<file path="config.mk">
export PLATFORM = sky130hd
export DESIGN_NAME = spa_key_ctrl
export DESIGN_NICKNAME = d
export VERILOG_FILES = /design/src/rtl/spa_pkg.sv /design/src/rtl/spa_round_ctr.sv /design/src/rtl/spa_key_ctrl.sv
export SDC_FILE = /design/constraint.sdc
export NUM_CORES = 1
export LEC_CHECK = 0
export ABC_AREA = 1
export CAP_MARGIN = 20
export CORE_MARGIN = 5
export CORE_UTILIZATION = 35
export DETAILED_ROUTE_END_ITERATION = 6
export DONT_BUFFER_PORTS = 1
export PLACE_DENSITY = 0.62
export SLEW_MARGIN = 20
export SYNTH_ARGS = -nofsm -noshare
export SYNTH_HDL_FRONTEND = slang
export SYNTH_HIERARCHICAL = 1
export SYNTH_SLANG_ARGS = --single-unit
</file>
<file path="constraint.sdc">
create_clock -name clk -period 2.47 [get_ports clk]
set_input_delay 0.1235 -clock clk [delete_from_list [all_inputs] [get_ports clk]]
set_output_delay 0.1235 -clock clk [all_outputs]
set_load 0.01 [all_outputs]
</file>
<file path="src/rtl/spa_pkg.sv">
`default_nettype none
// +----------------------------------------------------------------------------+
// | Package     : spa_pkg                                                      |
// | Description : Shared types and constants for the SPA key-attempt           |
// |               controller: FSM state encoding, frame mode values and the    |
// |               default demo secret byte.                                    |
// | Revision    : 1.0 - initial release                                        |
// +----------------------------------------------------------------------------+
package spa_pkg;

  typedef enum logic [2:0] {
    IDLE = 3'd0,
    RECV = 3'd1,
    RUN  = 3'd2,
    BUFF = 3'd3,
    SEND = 3'd4
  } spa_state_e;

  // Header bit 0 selects the response type.
  localparam logic SPA_MODE_ECHO = 1'b0;
  localparam logic SPA_MODE_CMP  = 1'b1;

  localparam logic [7:0] SPA_KEY_DEFAULT = 8'hAC;

endpackage
`default_nettype wire

</file>
<file path="src/rtl/spa_round_ctr.sv">
`default_nettype none
// +----------------------------------------------------------------------------+
// | Module      : spa_round_ctr                                                |
// | Description : Round/cycle counter for the leakage window. A start pulse    |
// |               resets to round 0 cycle 0; while advance_en is high the      |
// |               cycle counter runs 0..ROUND_CYCLES-1 and then steps rounds.  |
// | Revision    : 1.0 - initial release                                        |
// | Ports       : clk, rst_n       clock, async active-low reset              |
// |               start            begin a new window at round 0              |
// |               advance_en       keep counting (low on the exit cycle)      |
// |               cyc[7:0]         cycle within the current round             |
// |               round_idx        current round                              |
// |               syn              registered first-cycle-of-round pulse      |
// |               round_end        current cycle is the last of the round     |
// |               last_round       current round is KEY_BYTES-1               |
// +----------------------------------------------------------------------------+
module spa_round_ctr #(
  parameter int KEY_BYTES    = 4,
  parameter int ROUND_CYCLES = 16
) (
  input  logic                       clk,
  input  logic                       rst_n,
  input  logic                       start,
  input  logic                       advance_en,
  output logic [7:0]                 cyc,
  output logic [$clog2(KEY_BYTES):0] round_idx,
  output logic                       syn,
  output logic                       round_end,
  output logic                       last_round
);

  localparam int RW = $clog2(KEY_BYTES) + 1;
  localparam logic [7:0]    CYC_LAST   = 8'(ROUND_CYCLES - 1);
  localparam logic [RW-1:0] ROUND_LAST = RW'(KEY_BYTES - 1);

  assign round_end  = (cyc == CYC_LAST);
  assign last_round = (round_idx == ROUND_LAST);

  // syn is asserted for the cycle in which cyc is 0 of a live round, so it is
  // set on the edge that loads cycle 0 and cleared on every other edge.
  always_ff @(posedge clk or negedge rst_n) begin
    if (!rst_n) begin
      cyc       <= '0;
      round_idx <= '0;
      syn       <= 1'b0;
    end else if (start) begin
      cyc       <= '0;
      round_idx <= '0;
      syn       <= 1'b1;
    end else if (advance_en) begin
      if (round_end) begin
        cyc       <= '0;
        round_idx <= round_idx + RW'(1);
        syn       <= 1'b1;
      end else begin
        cyc       <= cyc + 8'd1;
        syn       <= 1'b0;
      end
    end else begin
      syn <= 1'b0;
    end
  end

endmodule
`default_nettype wire

</file>
<file path="src/rtl/spa_key_ctrl.sv">
`default_nettype none
// +----------------------------------------------------------------------------+
// | Module      : spa_key_ctrl                                                 |
// | Description : Key-attempt controller. Receives header + KEY_BYTES attempt  |
// |               bytes, replays them through a round-based leakage window,    |
// |               then returns an echo or a match count over AXI-stream.       |
// | Revision    : 1.0 - initial release                                        |
// | Ports       : clk, rst_n              clock, async active-low reset       |
// |               secret[8*KEY_BYTES]     reference key, byte i at [8i+:8]    |
// |               rx_tdata/tvalid/tready  attempt stream in                   |
// |               tx_tdata/tvalid/tready  response stream out                 |
// |               leak_data               attempt[i]|secret[i] during RUN     |
// |               trg, syn                window / round-start markers        |
// |               busy                    not IDLE                            |
// +----------------------------------------------------------------------------+
module spa_key_ctrl
  import spa_pkg::*;
#(
  parameter int KEY_BYTES    = 4,
  parameter int ROUND_CYCLES = 16
) (
  input  logic                   clk,
  input  logic                   rst_n,
  input  logic [8*KEY_BYTES-1:0] secret,
  input  logic [7:0]             rx_tdata,
  input  logic                   rx_tvalid,
  output logic                   rx_tready,
  output logic [7:0]             tx_tdata,
  output logic                   tx_tvalid,
  input  logic                   tx_tready,
  output logic [7:0]             leak_data,
  output logic                   trg,
  output logic                   syn,
  output logic                   busy
);

  localparam int RW = $clog2(KEY_BYTES) + 1;
  localparam logic [RW-1:0] LAST_IDX = RW'(KEY_BYTES - 1);
  localparam logic [7:0]    CYC_LAST = 8'(ROUND_CYCLES - 1);

  spa_state_e             state;
  logic                   mode;
  logic [RW-1:0]          idx;
  logic [RW-1:0]          tx_ptr;
  logic [7:0]             match_cnt;
  logic [8*KEY_BYTES-1:0] attempt;
  logic [8*KEY_BYTES-1:0] attempt_nxt;

  logic [7:0]    cyc;
  logic [RW-1:0] round_idx;
  logic          round_end;
  logic          last_round;

  logic          rx_hs, tx_hs, start, mismatch, run_exit, advance_en;
  logic [RW-1:0] lk_idx;
  logic [RW-1:0] tx_ptr_inc;
  logic [7:0]    leak_nxt;

  assign rx_hs      = rx_tvalid && rx_tready;
  assign tx_hs      = tx_tvalid && tx_tready;
  assign start      = (state == RECV) && rx_hs && (idx == LAST_IDX);
  assign mismatch   = attempt[{round_idx, 3'b000} +: 8] != secret[{round_idx, 3'b000} +: 8];
  // Compare mode bails out at the first mismatching round: this is the leak.
  assign run_exit   = round_end && (last_round || (mode == SPA_MODE_CMP && mismatch));
  assign advance_en = (state == RUN) && !run_exit;
  assign tx_ptr_inc = tx_ptr + RW'(1);

  spa_round_ctr #(
    .KEY_BYTES   (KEY_BYTES),
    .ROUND_CYCLES(ROUND_CYCLES)
  ) u_round_ctr (
    .clk       (clk),
    .rst_n     (rst_n),
    .start     (start),
    .advance_en(advance_en),
    .cyc       (cyc),
    .round_idx (round_idx),
    .syn       (syn),
    .round_end (round_end),
    .last_round(last_round)
  );

  // Attempt register next value, so the leak byte for round 0 is correct even
  // when the final received byte is the one it needs (KEY_BYTES == 1).
  always_comb begin
    attempt_nxt = attempt;
    if (state == RECV && rx_hs) begin
      attempt_nxt[{idx, 3'b000} +: 8] = rx_tdata;
    end
  end

  // Round whose leak byte is presented in the next cycle.
  always_comb begin
    lk_idx = round_idx;
    if (start) begin
      lk_idx = '0;
    end else if (round_end) begin
      lk_idx = round_idx + RW'(1);
    end
    leak_nxt = attempt_nxt[{lk_idx, 3'b000} +: 8] | secret[{lk_idx, 3'b000} +: 8];
  end

  always_ff @(posedge clk or negedge rst_n) begin
    if (!rst_n) begin
      state     <= IDLE;
      mode      <= SPA_MODE_ECHO;
      idx       <= '0;
      tx_ptr    <= '0;
      match_cnt <= '0;
      attempt   <= '0;
      rx_tready <= 1'b1;
      tx_tvalid <= 1'b0;
      tx_tdata  <= '0;
      leak_data <= '0;
      trg       <= 1'b0;
      busy      <= 1'b0;
    end else begin
      attempt <= attempt_nxt;
      case (state)
        IDLE: begin
          if (rx_hs) begin
            mode  <= rx_tdata[0];
            idx   <= '0;
            busy  <= 1'b1;
            state <= RECV;
          end
        end
        RECV: begin
          if (rx_hs) begin
            if (idx == LAST_IDX) begin
              rx_tready <= 1'b0;
              trg       <= 1'b1;
              leak_data <= leak_nxt;
              state     <= RUN;
            end else begin
              idx <= idx + RW'(1);
            end
          end
        end
        RUN: begin
          if (run_exit) begin
            trg       <= 1'b0;
            leak_data <= '0;
            state     <= BUFF;
            if (mode == SPA_MODE_CMP) begin
              match_cnt <= (last_round && !mismatch) ? 8'(KEY_BYTES) : 8'(round_idx);
            end
          end else begin
            leak_data <= leak_nxt;
          end
        end
        BUFF: begin
          tx_ptr    <= '0;
          tx_tvalid <= 1'b1;
          tx_tdata  <= (mode == SPA_MODE_CMP) ? match_cnt : attempt[7:0];
          state     <= SEND;
        end
        SEND: begin
          if (tx_hs) begin
            if (mode == SPA_MODE_CMP || tx_ptr == LAST_IDX) begin
              tx_tvalid <= 1'b0;
              tx_tdata  <= '0;
              rx_tready <= 1'b1;
              busy      <= 1'b0;
              state     <= IDLE;
            end else begin
              tx_ptr   <= tx_ptr_inc;
              tx_tdata <= attempt[{tx_ptr_inc, 3'b000} +: 8];
            end
          end
        end
        default: state <= IDLE;
      endcase
    end
  end

  a_cyc_in_range: assert property (@(posedge clk) disable iff (!rst_n)
    (state == RUN) |-> (cyc <= CYC_LAST));

endmodule
`default_nettype wire

</file>
==> out/qor.csv, run 1 <==
metric,value,unit
normalized max-slew margin,66.0,%
initial antenna violation count,0,
Post-Syn Nets,828,
most common library cell in the layout ignoring fill and taps,sky130_fd_sc_hd__nand2_1,
"buffers from clock root to sink, at most",2,
WP buf/inv,2,
RD Place Congestion,0.864,
kind of cell adding the most delay to the critical path,simple AND/OR/NAND/NOR gates,
"most used cell, CP",sky130_fd_sc_hd__nand2_1,
max-slew violation count,0,
worst vdd rail ir drop,0.000315,V
via count of the first global-routing pass,4423,
"Seq/Total Area, Yosys",37.6,%
CTS clock-pin slew for the worst setup and hold paths,0.06,ns
cell type of the slowest stage on the worst timing path,sky130_fd_sc_hd__dfrtp_1,
source-to-sink clock delay at the later pin of the worst-skew pair,0.35,ns
synth warn,6,
WL met2,6650,µm
synthesized flop and latch total,77,
most instantiated flip-flop cell in the synthesis netlist,sky130_fd_sc_hd__dfrtp_1,
Hold Slack,0.0434,ns
"commonest cells after routing, fill and taps aside","sky130_fd_sc_hd__nand2_1, sky130_fd_sc_hd__inv_1, sky130_fd_sc_hd__nor2_1",
Post-synth ARST share,100,%
detailed-routing iteration count for the pre-antenna-repair pass,5,
count of antenna-violating nets left after detailed routing,0,
number of buffers created by CTS,9,
setup TNS after final layout,0,ns
Slew @ Worst Pin,0.510,ns
final hold viol count,0,
number of port buffers,0,
max_cap viols,0,
Total Die Area,0.0172,mm²
vertical extent of the die,131,µm
kind of capture point of the worst setup path,flip-flop,
"Distinct cells, synth",37,
core region area,0.0144,mm²
endpoint required time on the critical path,2.71,ns
final layout net count,855,
PwrDens,468,mW/mm²
detailed placer's ending HPWL,11800,µm
slowest cell delay on critical path,0.41,ns
type of origin of the critical path,flip-flop,
clock net sink count,77,
Wirelength per Cell,15.9,µm
via/cell ratio,4.90,
die extent in x,131,µm
row cnt,44,
Antenna Cells,0,
clock tree from TritonCTS,done,
ratio of cells with drive above 1 in the final layout,8.96,%
run status,completed,
number of flops mapped to enable cells by yosys,0,
Root Driver,sky130_fd_sc_hd__clkbuf_16,
initial DRC count,320,
Routed met3 length,1440,µm
first-pass GRT wire length,25000,µm
area of the mapped netlist,0.00513,mm²
mean cell area of the mapped netlist,6.64,µm²
critical path start-end classification,flip-flop to flip-flop,
Layout Utilization,41.2,%
starting density of the core,35.5,%
number of top-level pins,65,
Clock Skews,0.00498,ns
residual DRC count,0,
Routed WL,15700,µm
Peak Freq,447,MHz
total global routing track utilization,19.1,%
worst hold path type,input pin to flip-flop,
maximum number of pins on one net before global-route repair,78,
fraction of the cycle the final worst path needs,90.5,%
setup violation total in the final timing report,0,
clock period minus worst slack,2.24,ns
signed area change from the synthesized netlist to the final layout,15.9,%
total grt overflow,0,
chain of cells forming the critical path,ha_1 -> nand2_1 -> inv_1 -> nand2_1 -> nor2_4 -> xor2_1 -> nand2_1 -> buf_12 -> nor2_1 -> nand2_1 -> nand2_1 -> nand2_1 -> nand2_1 -> nor2_1 -> nand2_1 -> nand2_1,
CTS H-tree depth,3,
RSZ-0062 raised after global routing,false,
peak fanout along the critical path,20,
uppermost layer routed,met4,
static leakage,3.13,nW
via total after detailed routing,4838,
Syn Inst Count,772,
routed metal-1 wire length,7270,µm
Worst Path Arrival,2.47,ns
-- repair_timing --
item	4_1_cts	5_1_grt
hold endpoints to repair	96	0
buffers inserted	0	4
endpoints found under the setup margin	0	11
hold buffers	11	0
resized for setup	0	11
-- cell usage after synthesis (2+ instances only) --
cell type | number | share of area, %
sky130_fd_sc_hd__nand2_1 | 247 | 18
sky130_fd_sc_hd__inv_1 | 115 | 8.4
sky130_fd_sc_hd__nor2_1 | 92 | 6.7
sky130_fd_sc_hd__dfrtp_1 | 76 | 37
sky130_fd_sc_hd__o21ai_0 | 41 | 4.0
sky130_fd_sc_hd__a21oi_1 | 37 | 3.6
sky130_fd_sc_hd__nand3_1 | 35 | 3.4
sky130_fd_sc_hd__nand4_1 | 13 | 1.6
sky130_fd_sc_hd__ha_1 | 12 | 2.9
sky130_fd_sc_hd__nor3_1 | 12 | 1.2
sky130_fd_sc_hd__and2_1 | 10 | 1.2
sky130_fd_sc_hd__a31oi_1 | 8 | 0.98
sky130_fd_sc_hd__clkbuf_1 | 8 | 0.59
sky130_fd_sc_hd__o21ai_1 | 8 | 0.78
sky130_fd_sc_hd__buf_2 | 6 | 0.59
sky130_fd_sc_hd__o21a_1 | 6 | 0.88
sky130_fd_sc_hd__xnor2_1 | 6 | 1.0
sky130_fd_sc_hd__inv_2 | 5 | 0.37
sky130_fd_sc_hd__nand2_2 | 4 | 0.49
sky130_fd_sc_hd__nand3_2 | 4 | 0.78
sky130_fd_sc_hd__o22ai_1 | 4 | 0.49
sky130_fd_sc_hd__nand2_4 | 3 | 0.66
sky130_fd_sc_hd__xor2_1 | 3 | 0.51
sky130_fd_sc_hd__nor2_2 | 2 | 0.24
sky130_fd_sc_hd__nor2_4 | 2 | 0.44
sky130_fd_sc_hd__or2_2 | 2 | 0.24
-- through the flow --
stage | total power [mW] | area, µm² | worst slack (ns) | cells
after detailed placement | 1.33 | 5430 | 0.213 | 957
final | 2.78 | 5940 | 0.234 | 988
after global placement | 1.33 | 5430 | 0.222 | 957
after CTS | 2.81 | 5870 | 0.193 | 984
after floorplan | 1.33 | 5130 | 0.0332 | 772
after global routing | 2.87 | 5940 | 0.00759 | 988
-- worst register-to-register path: cells and delay by family (launching register included) --
family	cells	cell delay, ns
simple gates	12	1.09
flops	1	0.41
buf+inv	2	0.28
fa+ha+maj	1	0.19
xor+xnor	1	0.16
-- kinds of logic after synthesis --
logic type,share of synthesized area (%)
compound gates,11.5
fa+ha+maj,2.93
simple gates,36.0
buf+inv,10.3
flops,37.6
xor+xnor,1.54
-- worst paths after layout --
kind                                                startpoint                       end  slack, ns  depth (start not counted)
worst max-delay path            u_round_ctr/cyc[0]$_DFFE_PN0P_  leak_data[4]$_DFFE_PN0P_       0.23                         16
max in group asynchronous                                rst_n     rx_tready$_DFFE_PN1P_       1.78                          2
worst max register to register  u_round_ctr/cyc[0]$_DFFE_PN0P_  leak_data[4]$_DFFE_PN0P_       0.23                         16
worst min register to register        match_cnt[1]$_DFFE_PN0P_  match_cnt[1]$_DFFE_PN0P_       0.50                          2
min in group asynchronous                                rst_n     attempt[24]$_DFF_PN0_       0.31                          2
worst min-delay path                               rx_tdata[6]     attempt[22]$_DFF_PN0_       0.04                          4
-- state kept, by name, summed over array words and instances (netlist names) --
name	flops
attempt	32
busy	1
idx	3
leak_data	8
match_cnt	3
mode	1
rx_tready	1
state	3
trg	1
tx_ptr	3
tx_tdata	8
tx_tvalid	1
u_round_ctr/cyc	8
u_round_ctr/round_idx	3
u_round_ctr/syn	1
-- power by group --
part	internal (mW)	total [mW]	switching [mW]
clock network	0.865	1.42	0.551
logic	0.0371	0.101	0.0641
registers	1.26	1.26	0
-- routing by layer --
metal  global-route usage (%)  up-vias
li1                         -     2473
met1                     27.4     2183
met2                     27.4      157
met3                     5.24       25
met4                     7.26        0
met5                        0        -
-- final cells by class --
class | count | area, µm²
Clock buffer | 13 | 270
Sequential cell | 77 | 1930
Clock inverter | 3 | 42.5
Tap cell | 184 | 230
Timing Repair Buffer | 32 | 310
Inverter | 121 | 460
Multi-Input combinational cell | 558 | 2700
Fill cell | 1512 | 8480
Power figures use the tool's default switching activity.
==> inputs of run 2 (changes only) <==
--- a/config.mk
+++ b/config.mk
@@ -11,9 +11,8 @@
 export CORE_UTILIZATION = 35
 export DETAILED_ROUTE_END_ITERATION = 6
 export DONT_BUFFER_PORTS = 1
-export PLACE_DENSITY = 0.62
+export PLACE_DENSITY = 0.6
 export SLEW_MARGIN = 20
 export SYNTH_ARGS = -nofsm -noshare
 export SYNTH_HDL_FRONTEND = slang
-export SYNTH_HIERARCHICAL = 1
 export SYNTH_SLANG_ARGS = --single-unit
==> constraint.sdc (replaced) <==
create_clock -name clk -period 2.4 [get_ports clk]
set_input_delay 0.12 -clock clk [delete_from_list [all_inputs] [get_ports clk]]
set_output_delay 0.12 -clock clk [all_outputs]
set_load 0.01 [all_outputs]
==> out/qor.csv, run 2 <==
metric,value,unit
portion of total power attributed to combinational logic,3.5,%
start point of the critical path,idx[1]$_DFFE_PN0P_,
fraction of the cycle the final worst path needs,94.6,%
max_cap viols,0,
post-synthesis xor/xnor area fraction,1.58,%
CTS H-tree depth,3,
Wirelength per Cell,16.1,µm
Antenna Cells,0,
startpoint of the worst-slack reg-to-reg timing path,idx[1]$_DFFE_PN0P_,
worst hold path type,input pin to flip-flop,
source-to-sink clock delay at the later pin of the worst-skew pair,0.35,ns
RSZ-0062 raised after global routing,true,
starting density of the core,35.9,%
area of placed instances,0.00532,mm²
synth cell count leaders,"sky130_fd_sc_hd__nand2_1, sky130_fd_sc_hd__inv_1, sky130_fd_sc_hd__dfrtp_1",
CTS clock-pin slew for the worst setup and hold paths,0.07,ns
"worst slack, placed",0.0910,ns
via total after detailed routing,4702,
sequential share of power,45.2,%
filler cell count in the final layout,1448,
final instance area,0.00582,mm²
"Seq/Total Area, Yosys",38.6,%
most common library cell in the layout ignoring fill and taps,sky130_fd_sc_hd__nand2_1,
proportion of power drawn by the clock network,51.3,%
final hold viol count,0,
static leakage,3.13,nW
detailed placer's ending HPWL,11800,µm
clock tree from TritonCTS,done,
via/cell ratio,4.90,
total global routing track utilization,19.4,%
min setup slack post-route,0.131,ns
first-pass GRT wire length,24800,µm
most instantiated flip-flop cell in the synthesis netlist,sky130_fd_sc_hd__dfrtp_1,
destination of the critical timing path,leak_data[2]$_DFFE_PN0P_,
worst vdd rail ir drop,0.000233,V
core region area,0.0139,mm²
maximum number of pins on one net before global-route repair,78,
detailed-routing iteration count for the pre-antenna-repair pass,5,
clock period minus worst slack,2.27,ns
type of origin of the critical path,flip-flop,
synth warn,0,
Routed WL,15400,µm
max-slew violation count,0,
largest register by flop count,attempt,
number of flops mapped to enable cells by yosys,0,
Slew @ Worst Pin,0.571,ns
peak fanout along the critical path,11,
area fraction of the dominant cell type after synthesis,38.0,%
ratio of cells with drive above 1 in the final layout,9.62,%
count of antenna-violating nets left after detailed routing,0,
row cnt,43,
synthesized flop and latch total,77,
internal power of the cells,2.24,mW
number of flip-flops under the largest register name,32,
post-synthesis mux area share,0,%
endpoint required time on the critical path,2.65,ns
Post-synth ARST share,100,%
Worst Reg-to-Reg Cells,12,
final layout net count,828,
post-synthesis adder-cell area fraction,2.25,%
cell types occupying the most area after synthesis,"sky130_fd_sc_hd__dfrtp_1, sky130_fd_sc_hd__nand2_1, sky130_fd_sc_hd__inv_1",
combinational family with the most area after synthesis,simple AND/OR/NAND/NOR gates,
Clock Skews,0.0129,ns
Hold Slack,0.0155,ns
# placed instances,928,
"Distinct cells, synth",36,
"commonest cells after routing, fill and taps aside","sky130_fd_sc_hd__nand2_1, sky130_fd_sc_hd__inv_1, sky130_fd_sc_hd__dfrtp_1",
area of the mapped netlist,0.00500,mm²
vertical extent of the die,130,µm
Yosys top cell by area,sky130_fd_sc_hd__dfrtp_1,
Root Driver,sky130_fd_sc_hd__clkbuf_16,
setup TNS after final layout,0,ns
Compound-Gate Fraction of Synth Area,11.0,%
mean cell area of the mapped netlist,6.74,µm²
kind of capture point of the worst setup path,flip-flop,
Total Die Area,0.0168,mm²
clock net sink count,77,
switching power summed over all nets,630,µW
residual DRC count,0,
total grt overflow,0,
number of port buffers,0,
"buffers from clock root to sink, at most",2,
run status,completed,
end of the worst register-to-register path,leak_data[2]$_DFFE_PN0P_,
Post-Syn Nets,795,
final cell count without fillers,960,
PwrDens,493,mW/mm²
leading cell type by number of instances after synthesis,sky130_fd_sc_hd__nand2_1,
number of top-level pins,65,
die extent in x,130,µm
setup slack of the worst register-to-register path,0.13,ns
initial DRC count,359,
Worst Path Arrival,2.52,ns
"sum of internal, switching and leakage power",2.87,mW
critical path start-end classification,flip-flop to flip-flop,
RD Place Congestion,0.915,
number of buffers created by CTS,9,
initial antenna violation count,0,
Syn Inst Count,742,
Layout Utilization,41.8,%
Peak Freq,441,MHz
normalized max-slew margin,61.5,%
synthesized-area fraction occupied by and/or/nand/nor cells,35.0,%
via count of the first global-routing pass,4506,
signed area change from the synthesized netlist to the final layout,16.4,%
switching power share of the total,21.9,%
setup violation total in the final timing report,0,
[run 2: changes by cell type in the layout (fill, tap and decap cells not counted), sizes merged, moves of 7 or more]
cell / delta
nor2: -20
a21oi: -9
nand2: -30
nand3: +30
inv: +11
o21ai: +14
and2: -10
nor3: -7
[run 2: final cells by class]
class	count	area, µm²	share of cell area (%)
clock inverters	5	75.1	1.29
multi-input cells	519	2520	43.3
clock buffers	11	233	4.00
flip-flops and latches	77	1930	33.1
inverters	131	492	8.45
repair buffers	37	345	5.93
well taps	180	225	3.87
[run 2: cell families after synthesis]
group / Yosys count
xor+xnor: 9
buf+inv: 146
fa+ha+maj: 9
simple gates: 397
compound gates: 104
flops: 77
[run 2: timing repair]
action	in CTS	in global routing
hold buffers	10	0
hold endpoints to repair	95	0
endpoints found under the setup margin	0	8
gates resized for setup	0	11
setup buffers	0	6
[run 2: worst max-delay path: stages, from the launching register on]
cell and delay (ns):
sky130_fd_sc_hd__dfrtp_1 0.39, sky130_fd_sc_hd__inv_1 0.08, sky130_fd_sc_hd__ha_1 0.21, sky130_fd_sc_hd__ha_4 0.31, sky130_fd_sc_hd__nand3_1 0.15, sky130_fd_sc_hd__nor2_4 0.17, sky130_fd_sc_hd__inv_1 0.17, sky130_fd_sc_hd__o21ai_0 0.28
sky130_fd_sc_hd__nand3_1 0.11, sky130_fd_sc_hd__nand3_1 0.08, sky130_fd_sc_hd__nand2_1 0.09, sky130_fd_sc_hd__nand3_1 0.09, sky130_fd_sc_hd__nand2_1 0.05
[run 2: how the worst min path moves through the flow]
| stage | startpoint | to | slack, ns | cells past startpoint |
|---|---|---|---|---|
| after global placement | rst_n | attempt[16]$_DFF_PN0_ | -0.17 | 0 |
| after floorplan | rst_n | attempt[0]$_DFF_PN0_ | -0.18 | 0 |
| after CTS | rx_tdata[5] | attempt[13]$_DFF_PN0_ | 0.007 | 4 |
| after global routing | rx_tdata[7] | attempt[23]$_DFF_PN0_ | 0.06 | 4 |
| final | rx_tdata[5] | attempt[13]$_DFF_PN0_ | 0.02 | 4 |
| after detailed placement | rst_n | attempt[22]$_DFF_PN0_ | -0.17 | 0 |
[run 2: per-layer routing]
metal  global-route usage, %  wire (µm)  up-vias
li1                        -          -     2403
met4                    6.48        291        0
met3                    5.23       1350       23
met1                    27.1       7050     2105
met2                    29.2       6760      171
met5                       0          0        -
[run 2: power by group through the flow]
stage | registers, mW | clock network, mW | logic (mW)
2_1_floorplan | 1.32 | 0 | 0.0444
3_3_place_gp | 1.32 | 0 | 0.0527
3_5_place_dp | 1.32 | 0 | 0.0534
4_1_cts | 1.30 | 1.50 | 0.103
5_1_grt | 1.30 | 1.55 | 0.117
6_report | 1.30 | 1.47 | 0.102
